## src/rtl/hazard_pkg.sv

```systemverilog
// ============================================================================
//  Module  : hazard_pkg
//  Brief   : Shared encodings for the pipeline hazard controller.
//  Revision: 1.0
// ============================================================================
`default_nettype none

package hazard_pkg;

   typedef enum logic [1:0] {
      RUN      = 2'd0,
      MEM_WAIT = 2'd1,
      FAULT    = 2'd2
   } hzState_t;

   localparam logic [1:0] FWD_RF      = 2'b00;
   localparam logic [1:0] FWD_WB      = 2'b01;
   localparam logic [1:0] FWD_MEM     = 2'b10;
   localparam logic [1:0] RESULT_LOAD = 2'b01;

   // x0 is hardwired to zero, so it never produces a dependency.
   function automatic logic regMatch(input logic [4:0] rd, input logic [4:0] rs);
      return (rd != 5'd0) && (rd == rs);
   endfunction

endpackage

`default_nettype wire

```

## src/rtl/fwd_sel.sv

```systemverilog
// ============================================================================
//  Module  : fwd_sel
//  Brief   : Operand forwarding select for one Execute-stage source register.
//  Revision: 1.0
// ============================================================================
`default_nettype none

module fwd_sel
   import hazard_pkg::*;
(
   input  logic [4:0] i_rs,
   input  logic [4:0] i_rdM,
   input  logic [4:0] i_rdW,
   input  logic       i_regWriteM,
   input  logic       i_regWriteW,
   output logic [1:0] o_fwd
);

   // Memory stage holds the younger result, so it wins over Writeback.
   always_comb begin
      o_fwd = FWD_RF;
      if (i_regWriteM && regMatch(i_rdM, i_rs)) begin
         o_fwd = FWD_MEM;
      end else if (i_regWriteW && regMatch(i_rdW, i_rs)) begin
         o_fwd = FWD_WB;
      end
   end

endmodule

`default_nettype wire

```

## src/rtl/hazard_ctrl.sv

```systemverilog
// ============================================================================
//  Module  : hazard_ctrl
//  Brief   : Forwarding, stall/flush and data-memory wait sequencing for the
//            5-stage core. Optional performance counters: HAZARD_PERF_EN.
//  Revision: 1.0
// ============================================================================
`default_nettype none

module hazard_ctrl
   import hazard_pkg::*;
#(
   parameter int TIMEOUT_CYCLES = 255,
   parameter int WAIT_W         = 8,
   parameter int CNT_W          = 32
)(
   input  logic       clk,
   input  logic       reset,
   input  logic [4:0] Rs1D,
   input  logic [4:0] Rs2D,
   input  logic [4:0] Rs1E,
   input  logic [4:0] Rs2E,
   input  logic [4:0] RdE,
   input  logic [4:0] RdM,
   input  logic [4:0] RdW,
   input  logic       RegWriteM,
   input  logic       RegWriteW,
   input  logic [1:0] ResultSrcE,
   input  logic       PCSrcE,
   input  logic       MemReqM,
   input  logic       MemReadyM,
   output logic [1:0] ForwardAE,
   output logic [1:0] ForwardBE,
   output logic       StallF,
   output logic       StallD,
   output logic       StallE,
   output logic       StallM,
   output logic       FlushD,
   output logic       FlushE,
   output logic       FlushW,
   output logic       MemTimeout
`ifdef HAZARD_PERF_EN
   ,
   output logic [CNT_W-1:0] LoadStallCnt,
   output logic [CNT_W-1:0] MemStallCnt,
   output logic [CNT_W-1:0] FlushCnt
`endif
);

   localparam logic [WAIT_W-1:0] c_waitLast = WAIT_W'(TIMEOUT_CYCLES - 1);

   generate
      if (TIMEOUT_CYCLES < 1 || TIMEOUT_CYCLES > (2**WAIT_W - 1) || CNT_W < 1) begin : g_paramCheck
         $error("hazard_ctrl: TIMEOUT_CYCLES/WAIT_W/CNT_W out of range");
      end
   endgenerate

   hzState_t          r_state;
   hzState_t          w_nextState;
   logic [WAIT_W-1:0] r_waitCnt;
   logic [WAIT_W-1:0] w_waitCntNext;
   logic              r_memTimeout;
   logic              w_memStall;
   logic              w_lwStall;
   logic [1:0]        w_fwdA;
   logic [1:0]        w_fwdB;

   fwd_sel u_fwdA (
      .i_rs        (Rs1E),
      .i_rdM       (RdM),
      .i_rdW       (RdW),
      .i_regWriteM (RegWriteM),
      .i_regWriteW (RegWriteW),
      .o_fwd       (w_fwdA)
   );

   fwd_sel u_fwdB (
      .i_rs        (Rs2E),
      .i_rdM       (RdM),
      .i_rdW       (RdW),
      .i_regWriteM (RegWriteM),
      .i_regWriteW (RegWriteW),
      .o_fwd       (w_fwdB)
   );

   assign w_lwStall = (ResultSrcE == RESULT_LOAD) &&
                      (regMatch(RdE, Rs1D) || regMatch(RdE, Rs2D));

   // Wait sequencer: ready in the same cycle as the last allowed wait beats timeout.
   always_comb begin
      w_nextState   = r_state;
      w_waitCntNext = r_waitCnt;
      w_memStall    = 1'b0;
      case (r_state)
         RUN: begin
            w_memStall    = MemReqM && !MemReadyM;
            w_waitCntNext = '0;
            if (w_memStall) begin
               w_nextState = MEM_WAIT;
            end
         end
         MEM_WAIT: begin
            w_memStall = !MemReadyM;
            if (MemReadyM) begin
               w_nextState   = RUN;
               w_waitCntNext = '0;
            end else if (r_waitCnt == c_waitLast) begin
               w_nextState = FAULT;
            end else begin
               w_waitCntNext = r_waitCnt + 1'b1;
            end
         end
         FAULT: begin
            w_memStall = 1'b1;
         end
         default: begin
            w_nextState   = RUN;
            w_waitCntNext = '0;
         end
      endcase
   end

   always_ff @(posedge clk) begin
      if (reset) begin
         r_state      <= RUN;
         r_waitCnt    <= '0;
         r_memTimeout <= 1'b0;
      end else begin
         r_state   <= w_nextState;
         r_waitCnt <= w_waitCntNext;
         if (w_nextState == FAULT) begin
            r_memTimeout <= 1'b1;
         end
      end
   end

   // A memory stall freezes the whole pipe, so pending flushes wait for release.
   always_comb begin
      ForwardAE = w_fwdA;
      ForwardBE = w_fwdB;
      StallF    = w_lwStall;
      StallD    = w_lwStall;
      StallE    = 1'b0;
      StallM    = 1'b0;
      FlushD    = PCSrcE;
      FlushE    = w_lwStall || PCSrcE;
      FlushW    = 1'b0;
      if (reset) begin
         ForwardAE = FWD_RF;
         ForwardBE = FWD_RF;
         StallF    = 1'b0;
         StallD    = 1'b0;
         FlushD    = 1'b1;
         FlushE    = 1'b1;
         FlushW    = 1'b1;
      end else if (w_memStall) begin
         StallF = 1'b1;
         StallD = 1'b1;
         StallE = 1'b1;
         StallM = 1'b1;
         FlushD = 1'b0;
         FlushE = 1'b0;
         FlushW = 1'b1;
      end
   end

   assign MemTimeout = r_memTimeout;

`ifdef HAZARD_PERF_EN
   logic [CNT_W-1:0] r_loadStallCnt;
   logic [CNT_W-1:0] r_memStallCnt;
   logic [CNT_W-1:0] r_flushCnt;

   // All counters saturate rather than wrap.
   always_ff @(posedge clk) begin
      if (reset) begin
         r_loadStallCnt <= '0;
         r_memStallCnt  <= '0;
         r_flushCnt     <= '0;
      end else begin
         if (w_lwStall && !w_memStall && (r_loadStallCnt != '1)) begin
            r_loadStallCnt <= r_loadStallCnt + 1'b1;
         end
         if (w_memStall && (r_memStallCnt != '1)) begin
            r_memStallCnt <= r_memStallCnt + 1'b1;
         end
         if (FlushD && (r_flushCnt != '1)) begin
            r_flushCnt <= r_flushCnt + 1'b1;
         end
      end
   end

   assign LoadStallCnt = r_loadStallCnt;
   assign MemStallCnt  = r_memStallCnt;
   assign FlushCnt     = r_flushCnt;
`endif

endmodule

`default_nettype wire

```

## config.mk

```make
export PLATFORM = sky130hd
export DESIGN_NAME = hazard_ctrl
export DESIGN_NICKNAME = d
export VERILOG_FILES = /design/src/rtl/hazard_pkg.sv /design/src/rtl/fwd_sel.sv /design/src/rtl/hazard_ctrl.sv
export SDC_FILE = /design/constraint.sdc
export NUM_CORES = 1
export LEC_CHECK = 0
export CAP_MARGIN = 25
export CORE_UTILIZATION = 35
export CTS_CLUSTER_SIZE = 40
export DETAILED_ROUTE_END_ITERATION = 8
export GPL_TIMING_DRIVEN = 1
export PLACE_DENSITY = 0.75
export SETUP_SLACK_MARGIN = 0.02
export SYNTH_ARGS = -nofsm -noshare
export SYNTH_HDL_FRONTEND = slang
export SYNTH_SLANG_ARGS = --single-unit
```

## constraint.sdc

```tcl
create_clock -name clk -period 2.1 [get_ports clk]
set_clock_uncertainty 0.15 [all_clocks]
set_input_delay 0.42 -clock clk [delete_from_list [all_inputs] [get_ports clk]]
set_output_delay 0.42 -clock clk [all_outputs]
set_load 0.03 [all_outputs]
```

==> summary.txt, run 1 <==
Drt
  – Met2 wire len: 2091 um
  – DRC violations left: 0
  – DR WL/cell: 15.35 um
  – Vias/cell: 5.255
  – TritonRoute pass-1 iters: 4
  – Final ANT Viol Nets: 0
  – Starting DRC count in detailed routing: 61
  – Via count: 1340
  – Metal-1 WL: 1556 um
  – Final wirelength: 3914 um
  – Met3 Wirelength: 189 um
  – Highest Signal Layer: met4

Placement
  – Placed cell count: 244
  – Routability cong.: 0.8015
  – Hpwl dp: 2744 um
  – # port buffers: 55

Floorplan
  – Die X-Extent: 56.44 um
  – Starting density of the core: 0.3729
  – I/O pins: 56
  – Row count: 19
  – Die Outline Area: 0.003185 mm^2
  – Core Area: 0.002781 mm^2
  – Die Ht: 56.44 um

Power and ir drop
  – Worst vdd ir: 0.2899 mV
  – Leakage: 0.8882 nW
  – PwrDens: 325.1 mW/mm^2
  – Power, Total: 0.6862 mW

Synthesis
  – FFs w/ async S/R, synth: 0
  – XOR/XNOR share of the synthesized area: 0.2533
  – Yosys reg bits: 11
  – Most numerous cell in the Yosys netlist: xor2_1
  – Main synth FF type: dfxtp_1
  – Post-synthesis mux area share: 0
  – Unique masters post-synth: 41
  – Mapped cell area: 0.001037 mm^2
  – Post-synthesis compound-gate area fraction: 0.1942
  – Number of synthesized flops with an enable pin: 0
  – Post-Synth Adder-Cell Area: 0.02413
  – Synth top cells by count: xor2_1 (16), xnor2_1 (14), dfxtp_1 (11)
  – Synth Instances: 127
  – Register area share after synthesis: 0.2123
  – Largest family of logic cells by synthesized area: simple AND/OR/NAND/NOR gates
  – Syn_area_per_cell: 8.167 um^2
  – Top cell type's share of synthesized area: 0.2123
  – Synthesis Warnings: 0
  – Synth Area in Simple Gates: 0.2714
  – Area contributors post-synth: dfxtp_1 (21%), xor2_1 (14%), xnor2_1 (12%), a21oi_1 (3.9%), or3_1 (3.6%)
  – Cell accounting for the most synthesized area: dfxtp_1
  – Net Count, Synth: 173

Setup path
  – FF-to-FF End: r_waitCnt[1]$_SDFFE_PP0P_
  – Critical Path End Type: primary output
  – Worst EP required: 1.53 ns
  – WS Path Type: in -> out
  – Worst-path fanout max: 2
  – Worst Setup Start Kind: primary input
  – R2R setup slack: 0.33 ns
  – R2r worst-path depth: 4
  – Worst reg2reg path startpoint: r_state[1]$_SDFF_PP0_
  – WP data arrival: 1.76 ns

Timing
  – Hold slack final: 0.2997 ns
  – Hold Fails Final Rpt: 0
  – RSZ-0062 raised after global routing: true
  – Fin worst setup slack: -0.2264 ns
  – Max Slew Vio Count: 0
  – Final setup vio count: 4
  – Least-Margin Pin Slew: 0.3795 ns
  – Slew Limit Headroom: 0.7455
  – Min Tclk post-route: 2.326 ns
  – Tcrit/Tclk final: 1.108
  – FMAX: 429.9 MHz
  – Final setup TNS: -0.7410 ns

Status
  – Failing checks: negative setup slack
  – Outcome: complete, but fails checks

Global route
  – Global-route wire length before repair: 5409 um
  – Largest net degree at the start of global routing: 11
  – Initial antenna violation count: 0
  – Vias in the first global route: 1280
  – Grt ovf: 0
  – Total track usage: 0.2146

Finish
  – Nets: 271
  – Finished Layout Cells: 255
  – Antenna diode count: 0
  – Reg area: 221.5 um^2
  – Multi-input combinational cell area: 969.7 um^2
  – Layout area overhead: 103.5%
  – Share of cells above drive strength 1: 0.4643
  – Fillers: 165

CTS
  – Root Buffer: clkbuf_4
  – Clock sinks: 11
  – Hold_buf cts: 0
  – H-tree level count: 1
  – CTS clk-pin slew, worst paths: 0.07 ns
  – CTS Buffer Depth: 2
  – Clock latency on the worst-skew pair: 0.28 ns
  – CTS tree: yes
  – CTS Buf Count: 3

Hold path
  – Hold path start: MemReadyM
  – Cells on Worst Hold Path: 3
  – Class of the worst hold path: in -> reg
  – WHS Endpoint: r_state[0]$_SDFF_PP0_

Job
  – Max_cap viols: 0
cell type report:
type	count	area share
multi-input cells	108	0.4594
repair buffers	98	0.3995
flip-flops and latches	11	0.1049
well taps	31	0.01838
clock buffers	4	0.01245
inverters	3	0.005335
sequential cells by signal (all words and copies together), names as in the netlist:
name,cells
r_waitCnt,8
MemTimeout,1
r_state,2
how the worst max path moves through the flow:
stage,slack [ns],end,start,cells past startpoint
global route,-0.28,ForwardAE[0],RdW[3],7
detailed placement,-0.81,StallD,RdE[2],5
floorplan,-0.11,ForwardBE[0],RdM[1],4
finish,-0.23,ForwardAE[0],Rs1E[1],7
global placement,-0.75,FlushE,RdE[2],5
CTS,-0.33,ForwardAE[0],RdM[0],7
power by group:
part           switching (mW)  internal (mW)  total [mW]
Combinational           0.147          0.179       0.326
Sequential            0.00160          0.210       0.212
Clock                  0.0746         0.0738       0.148
layout by cell type (no fill, tap or decap), drive strengths merged, types with 5 or more instances in the layout:
cell	n
a21oi	8
xnor2	14
buf	64
nor2	7
nor3	5
clkdlybuf4s50	5
xor2	16
or3	6
clkbuf	6
o21ai	8
nand3	6
clkdlybuf4s15	7
dfxtp	11
dlygate4sd2	16
worst max-delay path: stages:
cell and delay (ns):
clkdlybuf4s50_1 0.51, xnor2_1 0.13, nand3_1 0.15, buf_4 0.18, nor3_4 0.15, nor4_4 0.06, buf_4 0.17
repair_timing:
item                                    CTS  global route
pin swaps                                29            17
endpoints found under the setup margin   11            10
gates resized for setup                 119            34
buffers inserted                          9             1
cloned                                    0             0
through the flow:
stage,worst slack (ns),util,cell area (um^2)
2_1_floorplan,-0.1068,-,1071
3_3_place_gp,-0.7497,0.6739,1874
3_5_place_dp,-0.8143,0.6739,1874
4_1_cts,-0.3282,0.7215,2007
5_1_grt,-0.2826,0.7589,2111
6_report,-0.2264,0.7589,2111
routing by layer:
layer  vias to the layer above  global-route usage
met5                         -                   0
met4                         0             0.05923
met3                         9             0.02765
met2                        49              0.4168
met1                       630              0.2394
li1                        652                   -
kinds of logic (layout without fill, tap and decap cells):
| logic type | after synthesis | count (layout) |
|---|---|---|
| XOR/XNOR | 30 | 30 |
| flip-flops | 11 | 11 |
| AND/OR/NAND/NOR | 48 | 48 |
| AO/OA/AOI/OAI | 28 | 28 |
| adder cells (fa/ha/maj) | 2 | 2 |
| buffers and inverters | 8 | 105 |
No activity file was read; power rests on OpenSTA's default activity.
==> run 2: changes to the inputs <==
clock period = 2.6 ns   (was 2.1 ns; I/O delays follow)
==> run 2 against run 1 <==
  * The run now ends clean
  * Power shrank 24%
  * Worst hold slack gained 0.030 ns
  * Register-to-register slack gained 0.46 ns
  * Sequential share of layout area grew 0.91 points
==> summary.txt, run 2 (same netlist as run 1, synthesis figures left out) <==
Floorplan
  – I/O pins: 56 (unchanged)
  – Core Area: 0.002781 mm^2 (unchanged)
  – Die Ht: 56.44 um (unchanged)
  – Die Outline Area: 0.003185 mm^2 (unchanged)
  – Row count: 19 (unchanged)
  – Starting density of the core: 0.3729 (unchanged)
  – Die X-Extent: 56.44 um (unchanged)

CTS
  – CTS Buffer Depth: 2 (unchanged)
  – CTS clk-pin slew, worst paths: 0.07 ns (about the same)
  – Clock latency on the worst-skew pair: 0.27 ns (about the same)
  – Root Buffer: clkbuf_4
  – H-tree level count: 1 (unchanged)
  – CTS tree: yes
  – Clock sinks: 11 (unchanged)
  – CTS Buf Count: 3 (unchanged)

Timing
  – Min Tclk post-route: 2.560 ns
  – Slew Limit Headroom: 0.7121 (-0.03340)
  – Tcrit/Tclk final: 0.9845
  – Max Slew Vio Count: 0 (unchanged)
  – RSZ-0062 raised after global routing: true
  – Final setup vio count: 0 (-4)
  – FMAX: 390.7 MHz
  – Least-Margin Pin Slew: 0.4210 ns (+0.04149 ns)
  – Fin worst setup slack: 0.04038 ns (+0.2668 ns)
  – Hold Fails Final Rpt: 0 (unchanged)

Finish
  – Most flop-heavy register: r_waitCnt
  – Layout area overhead: 86.13%
  – Largest register FFs: 8 (unchanged)
  – Most frequent cells in the layout: buf_4 (37), clkdlybuf4s50_1 (22), xor2_1 (16)
  – Fillers: 217 (+32%)
  – Nets: 258 (-4.8%)
  – Antenna diode count: 0 (unchanged)
  – Finished Layout Cells: 242 (-5.1%)
  – Commonest non-fill, non-tap cell in the layout: buf_4
  – Final instance area: 0.001931 mm^2 (-8.5%)
  – Share of cells above drive strength 1: 0.3460 (-0.1183)

Setup path
  – Worst Setup Start Kind: primary input
  – WP data arrival: 1.89 ns (+0.13 ns)
  – Slowest CP cell: clkdlybuf4s50_1
  – Largest stage delay, worst path: 0.50 ns (about the same)
  – WS Path Type: in -> out
  – Worst EP required: 1.93 ns (+0.40 ns)
  – CP bufs+invs: 2 (-1)
  – Critical Path End Type: primary output
  – CP delay by family, top: buffers and inverters
  – CP Cell Sequence: clkdlybuf4s50_1 -> nor3_1 -> a21oi_2 -> nand4_1 -> nor4_4 -> buf_6
  – Worst-path fanout max: 2 (unchanged)

Placement
  – Routability cong.: 0.8974 (+12%)
  – # port buffers: 55 (unchanged)
  – Place WS: -0.5046 ns (+0.3097 ns)
  – Hpwl dp: 2778 um (+1.2%)
  – Placed cell count: 237 (-2.9%)
  – Placed Area: 0.001807 mm^2 (-3.6%)

Power and ir drop
  – Switching Power: 0.1635 mW (-27%)
  – Comb power frac: 0.444 (-0.031)
  – Clk pwr share: 0.229 (+0.013)
  – Worst vdd ir: 0.2595 mV (-10%)
  – Power, Total: 0.5221 mW (-24%)
  – Register share of total power: 0.327 (+0.019)
  – Sw frac: 0.3132 (-0.01208)
  – P_int: 0.3586 mW (-23%)
  – Leakage: 0.7642 nW (-14%)
  – PwrDens: 270.4 mW/mm^2 (-17%)

Global route
  – Global-route wire length before repair: 5526 um (+2.2%)
  – Grt ovf: 0 (unchanged)
  – Largest net degree at the start of global routing: 8 (-3)
  – Vias in the first global route: 1322 (+3.3%)
  – Total track usage: 0.2182 (+0.003535)
  – Initial antenna violation count: 0 (unchanged)

Drt
  – Final wirelength: 3620 um (-7.5%)
  – DR WL/cell: 14.96 um (-2.5%)
  – Via count: 1265 (-5.6%)
  – Final ANT Viol Nets: 0 (unchanged)
  – TritonRoute pass-1 iters: 4 (unchanged)
  – DRC violations left: 0 (unchanged)
  – Starting DRC count in detailed routing: 50 (-18%)
  – Vias/cell: 5.227 (-0.53%)

Hold path
  – Class of the worst hold path: reg -> reg

Job
  – Max_cap viols: 0 (unchanged)

Status
  – Outcome: completed
-- run 2: worst paths after layout --
kind / cells after the start / slack, ns / start / to
max: 6 / 0.04 / RdW[1] / ForwardAE[0]
min: 2 / 0.33 / MemTimeout$_SDFFE_PP0N_ / MemTimeout$_SDFFE_PP0N_
max reg2reg: 4 / 0.79 / r_state[0]$_SDFF_PP0_ / r_waitCnt[3]$_SDFFE_PP0P_
min reg2reg: 2 / 0.33 / MemTimeout$_SDFFE_PP0N_ / MemTimeout$_SDFFE_PP0N_
-- run 2: routing by layer --
| layer | vias up | GRT usage | part of all wire |
|---|---|---|---|
| li1 | 635 | - | - |
| met1 | 580 | 0.2313 | 0.37 |
| met2 | 39 | 0.4286 | 0.56 |
| met3 | 11 | 0.03226 | 0.037 |
| met4 | 0 | 0.07317 | 0.031 |
| met5 | - | 0 | 0 |
-- run 2: timing repair --
action / in CTS / in global routing
gates resized for setup: 65 / 26
endpoints found under the setup margin: 7 / 7
hold buffers: 0 / 0
cloned: 0 / 0
pin swaps: 10 / 9
buffers inserted: 1 / 0
-- run 2: power groups by stage --
| stage | Clock [mW] | Combinational (mW) | Sequential [mW] |
|---|---|---|---|
| finish | 0.120 | 0.232 | 0.171 |
| global route | 0.134 | 0.246 | 0.171 |
| CTS | 0.122 | 0.216 | 0.170 |
| detailed placement | 0 | 0.215 | 0.174 |
| global placement | 0 | 0.211 | 0.174 |
| floorplan | 0 | 0.0792 | 0.174 |
-- run 2: per-stage QoR --
stage | hold slack [ns] | TNS, ns | utilization
finish | 0.3295 | 0 | 0.6941
global route | 0.3490 | -0.02345 | 0.6941
CTS | 0.3368 | -0.02347 | 0.6671
detailed placement | 0.3183 | -2.849 | 0.6496
global placement | 0.3053 | -2.732 | 0.6496
floorplan | 0.2875 | 0 | -
-- run 2: worst register-to-register path, stage by stage (launching register included) --
cell and delay [ns]:
dfxtp_1 0.41, or3b_1 0.50, o311ai_4 0.43, or3_1 0.16, a21oi_1 0.06
-- run 2: layout make-up --
cell class	count	area [um^2]	area share
Multi-Input combinational cell	108	889.6	0.4608
Timing Repair Buffer	85	744.5	0.3856
Sequential cell	11	220.2	0.1141
Tap cell	31	38.79	0.02009
Clock buffer	4	26.28	0.01361
Inverter	3	11.26	0.005833
==> run 3: changes to the inputs <==
CORE_UTILIZATION = 39   (was 35)
PLACE_DENSITY = 0.92   (was 0.75)
==> run 3 against run 2 <==
  * The flow now finishes with violations (negative setup slack)
  * Combinational power up 3%
  * Clock power is essentially flat
  * Worst hold slack improved by 0.010 ns
  * First-iteration DRC count is 60% lower
  * Sequential share of layout area is 0.13 points lower
  * Cell count up 1.2%
  * Core utilization grew 8.7 points
  * Register-to-register slack better by 0.02 ns
  * Worst setup slack worse by 0.060 ns
  * Highest routed layer unchanged
==> summary.txt, run 3 (same netlist as run 1, synthesis figures left out) <==
Status
  – Outcome: complete, but fails checks
  – Failing checks: negative setup slack

Setup path
  – WS Path Type: in -> out
  – R2r worst-path depth: 4 (unchanged)
  – Worst-path fanout max: 2 (unchanged)
  – Critical Path End Type: primary output
  – CP Launch Point: RdM[3]
  – R2R setup slack: 0.81 ns (+0.02 ns)
  – Worst Setup Start Kind: primary input
  – Worst EP required: 1.93 ns (about the same)
  – WP data arrival: 1.95 ns (+0.06 ns)
  – Worst reg2reg path startpoint: r_state[0]$_SDFF_PP0_

Finish
  – Most flop-heavy register: r_waitCnt
  – Fillers: 160 (-26%)
  – Share of cells above drive strength 1: 0.3349 (-0.01109)
  – Nets: 262 (+1.6%)
  – Largest register FFs: 8 (unchanged)
  – Layout area overhead: 88.30%
  – Commonest non-fill, non-tap cell in the layout: buf_4
  – Most frequent cells in the layout: buf_4 (38), clkdlybuf4s50_1 (21), xor2_1 (16)
  – Antenna diode count: 0 (unchanged)
  – Finished Layout Cells: 245 (+1.2%)

Power and ir drop
  – PwrDens: 271.6 mW/mm^2 (+0.44%)
  – Worst vdd ir: 0.3011 mV (+16%)
  – Leakage: 0.7937 nW (+3.9%)

CTS
  – CTS Buffer Depth: 2 (unchanged)
  – Clock sinks: 11 (unchanged)
  – H-tree level count: 1 (unchanged)
  – CTS Buf Count: 3 (unchanged)
  – Root Buffer: clkbuf_4
  – CTS clk-pin slew, worst paths: 0.07 ns (about the same)
  – CTS tree: yes
  – Clock latency on the worst-skew pair: 0.27 ns (about the same)

Placement
  – Placed cell count: 235 (-0.84%)
  – Routability cong.: 0.9355 (+4.2%)
  – # port buffers: 55 (unchanged)
  – Hpwl dp: 2966 um (+6.8%)

Drt
  – TritonRoute pass-1 iters: 4 (unchanged)
  – Final ANT Viol Nets: 0 (unchanged)
  – Starting DRC count in detailed routing: 20 (-60%)
  – DR WL/cell: 16.56 um (+11%)
  – Vias/cell: 5.420 (+3.7%)
  – DRC violations left: 0 (unchanged)
  – Final wirelength: 4058 um (+12%)
  – Via count: 1328 (+5.0%)

Timing
  – Least-Margin Pin Slew: 0.3880 ns (-0.03297 ns)
  – Final setup TNS: -0.02007 ns (-0.02007 ns)
  – Hold Fails Final Rpt: 0 (unchanged)
  – RSZ-0062 raised after global routing: true
  – Fin worst setup slack: -0.02007 ns (-0.06045 ns)
  – Tcrit/Tclk final: 1.008 (+0.02325)
  – Min Tclk post-route: 2.620 ns (+0.06045 ns)
  – Slew Limit Headroom: 0.7393 (+0.02725)
  – FMAX: 381.7 MHz (-2.3%)
  – Final setup vio count: 1 (+1)
  – Max Slew Vio Count: 0 (unchanged)

Floorplan
  – Die Ht: 53.57 um (-5.1%)
  – Die Outline Area: 0.002870 mm^2 (-9.9%)
  – Starting density of the core: 0.4149 (+0.04200)
  – Die X-Extent: 53.57 um (-5.1%)
  – Row count: 18 (-1)
  – Core Area: 0.002500 mm^2 (-10%)
  – I/O pins: 56 (unchanged)

Hold path
  – Cells on Worst Hold Path: 1 (-1)
  – Hold path start: r_state[1]$_SDFF_PP0_
  – Class of the worst hold path: reg -> reg

Global route
  – Global-route wire length before repair: 5844 um (+5.8%)
  – Initial antenna violation count: 0 (unchanged)
  – Total track usage: 0.2811 (+0.06294)
  – Largest net degree at the start of global routing: 8 (unchanged)
  – Grt ovf: 0 (unchanged)
  – Vias in the first global route: 1370 (+3.6%)

Job
  – Max_cap viols: 0 (unchanged)
run 3: area by class of cell:
| class | instances | area, um^2 | share of cell area |
|---|---|---|---|
| Clock buffer | 4 | 26.28 | 0.01345 |
| Inverter | 3 | 11.26 | 0.005766 |
| Tap cell | 30 | 37.54 | 0.01922 |
| Sequential cell | 11 | 220.2 | 0.1127 |
| Multi-Input combinational cell | 108 | 879.6 | 0.4504 |
| Timing Repair Buffer | 89 | 778.2 | 0.3985 |
run 3: metal layers:
metal / GRT usage / vias up / wire, um
met2: 0.5708 / 53 / 2241
met3: 0.04802 / 12 / 198
met4: 0.1053 / 0 / 105
met1: 0.2761 / 627 / 1513
li1: - / 636 / -
met5: 0 / - / 0
run 3: what timing repair did:
action / 4_1_cts / 5_1_grt
setup buffers: 7 / 0
resized for setup: 73 / 16
gates cloned: 0 / 0
hold buffers: 0 / 0
pin swaps: 9 / 8
hold endpoints to repair: 0 / 0
setup endpoints to repair: 7 / 6
run 3: worst paths after layout:
kind / end
setup / recovery: ForwardAE[0]
hold / removal: r_state[0]$_SDFF_PP0_
setup reg to reg: r_waitCnt[3]$_SDFFE_PP0P_
hold reg to reg: r_state[0]$_SDFF_PP0_
run 3: power by group:
group / leakage (nW) / switching [mW] / internal (mW)
Combinational: 0.690 / 0.107 / 0.133
Clock: 0.0150 / 0.0604 / 0.0594
Sequential: 0.0888 / 0.000909 / 0.169
Total: 0.794 / 0.169 / 0.362
run 3: critical path, cell delays in order:
cell,delay [ns]
buf_8,0.09
or4_4,0.54
o21ai_4,0.18
buf_6,0.12
buf_6,0.09
nor3_4,0.04
nor4_4,0.19
buf_6,0.18
run 3: per-stage QoR:
| step | power, mW | cell area, um^2 | utilization | setup slack [ns] | hold WS (ns) |
|---|---|---|---|---|---|
| CTS | 0.5144 | 1888 | 0.7553 | 0.004770 | 0.3336 |
| floorplan | 0.2533 | 1052 | - | 0.09395 | 0.2875 |
| global route | 0.5494 | 1953 | 0.7813 | -0.04429 | 0.3535 |
| global placement | 0.3815 | 1798 | 0.7192 | -0.4445 | 0.3038 |
| detailed placement | 0.3896 | 1798 | 0.7192 | -0.5328 | 0.3192 |
| finish | 0.5305 | 1953 | 0.7813 | -0.02007 | 0.3398 |
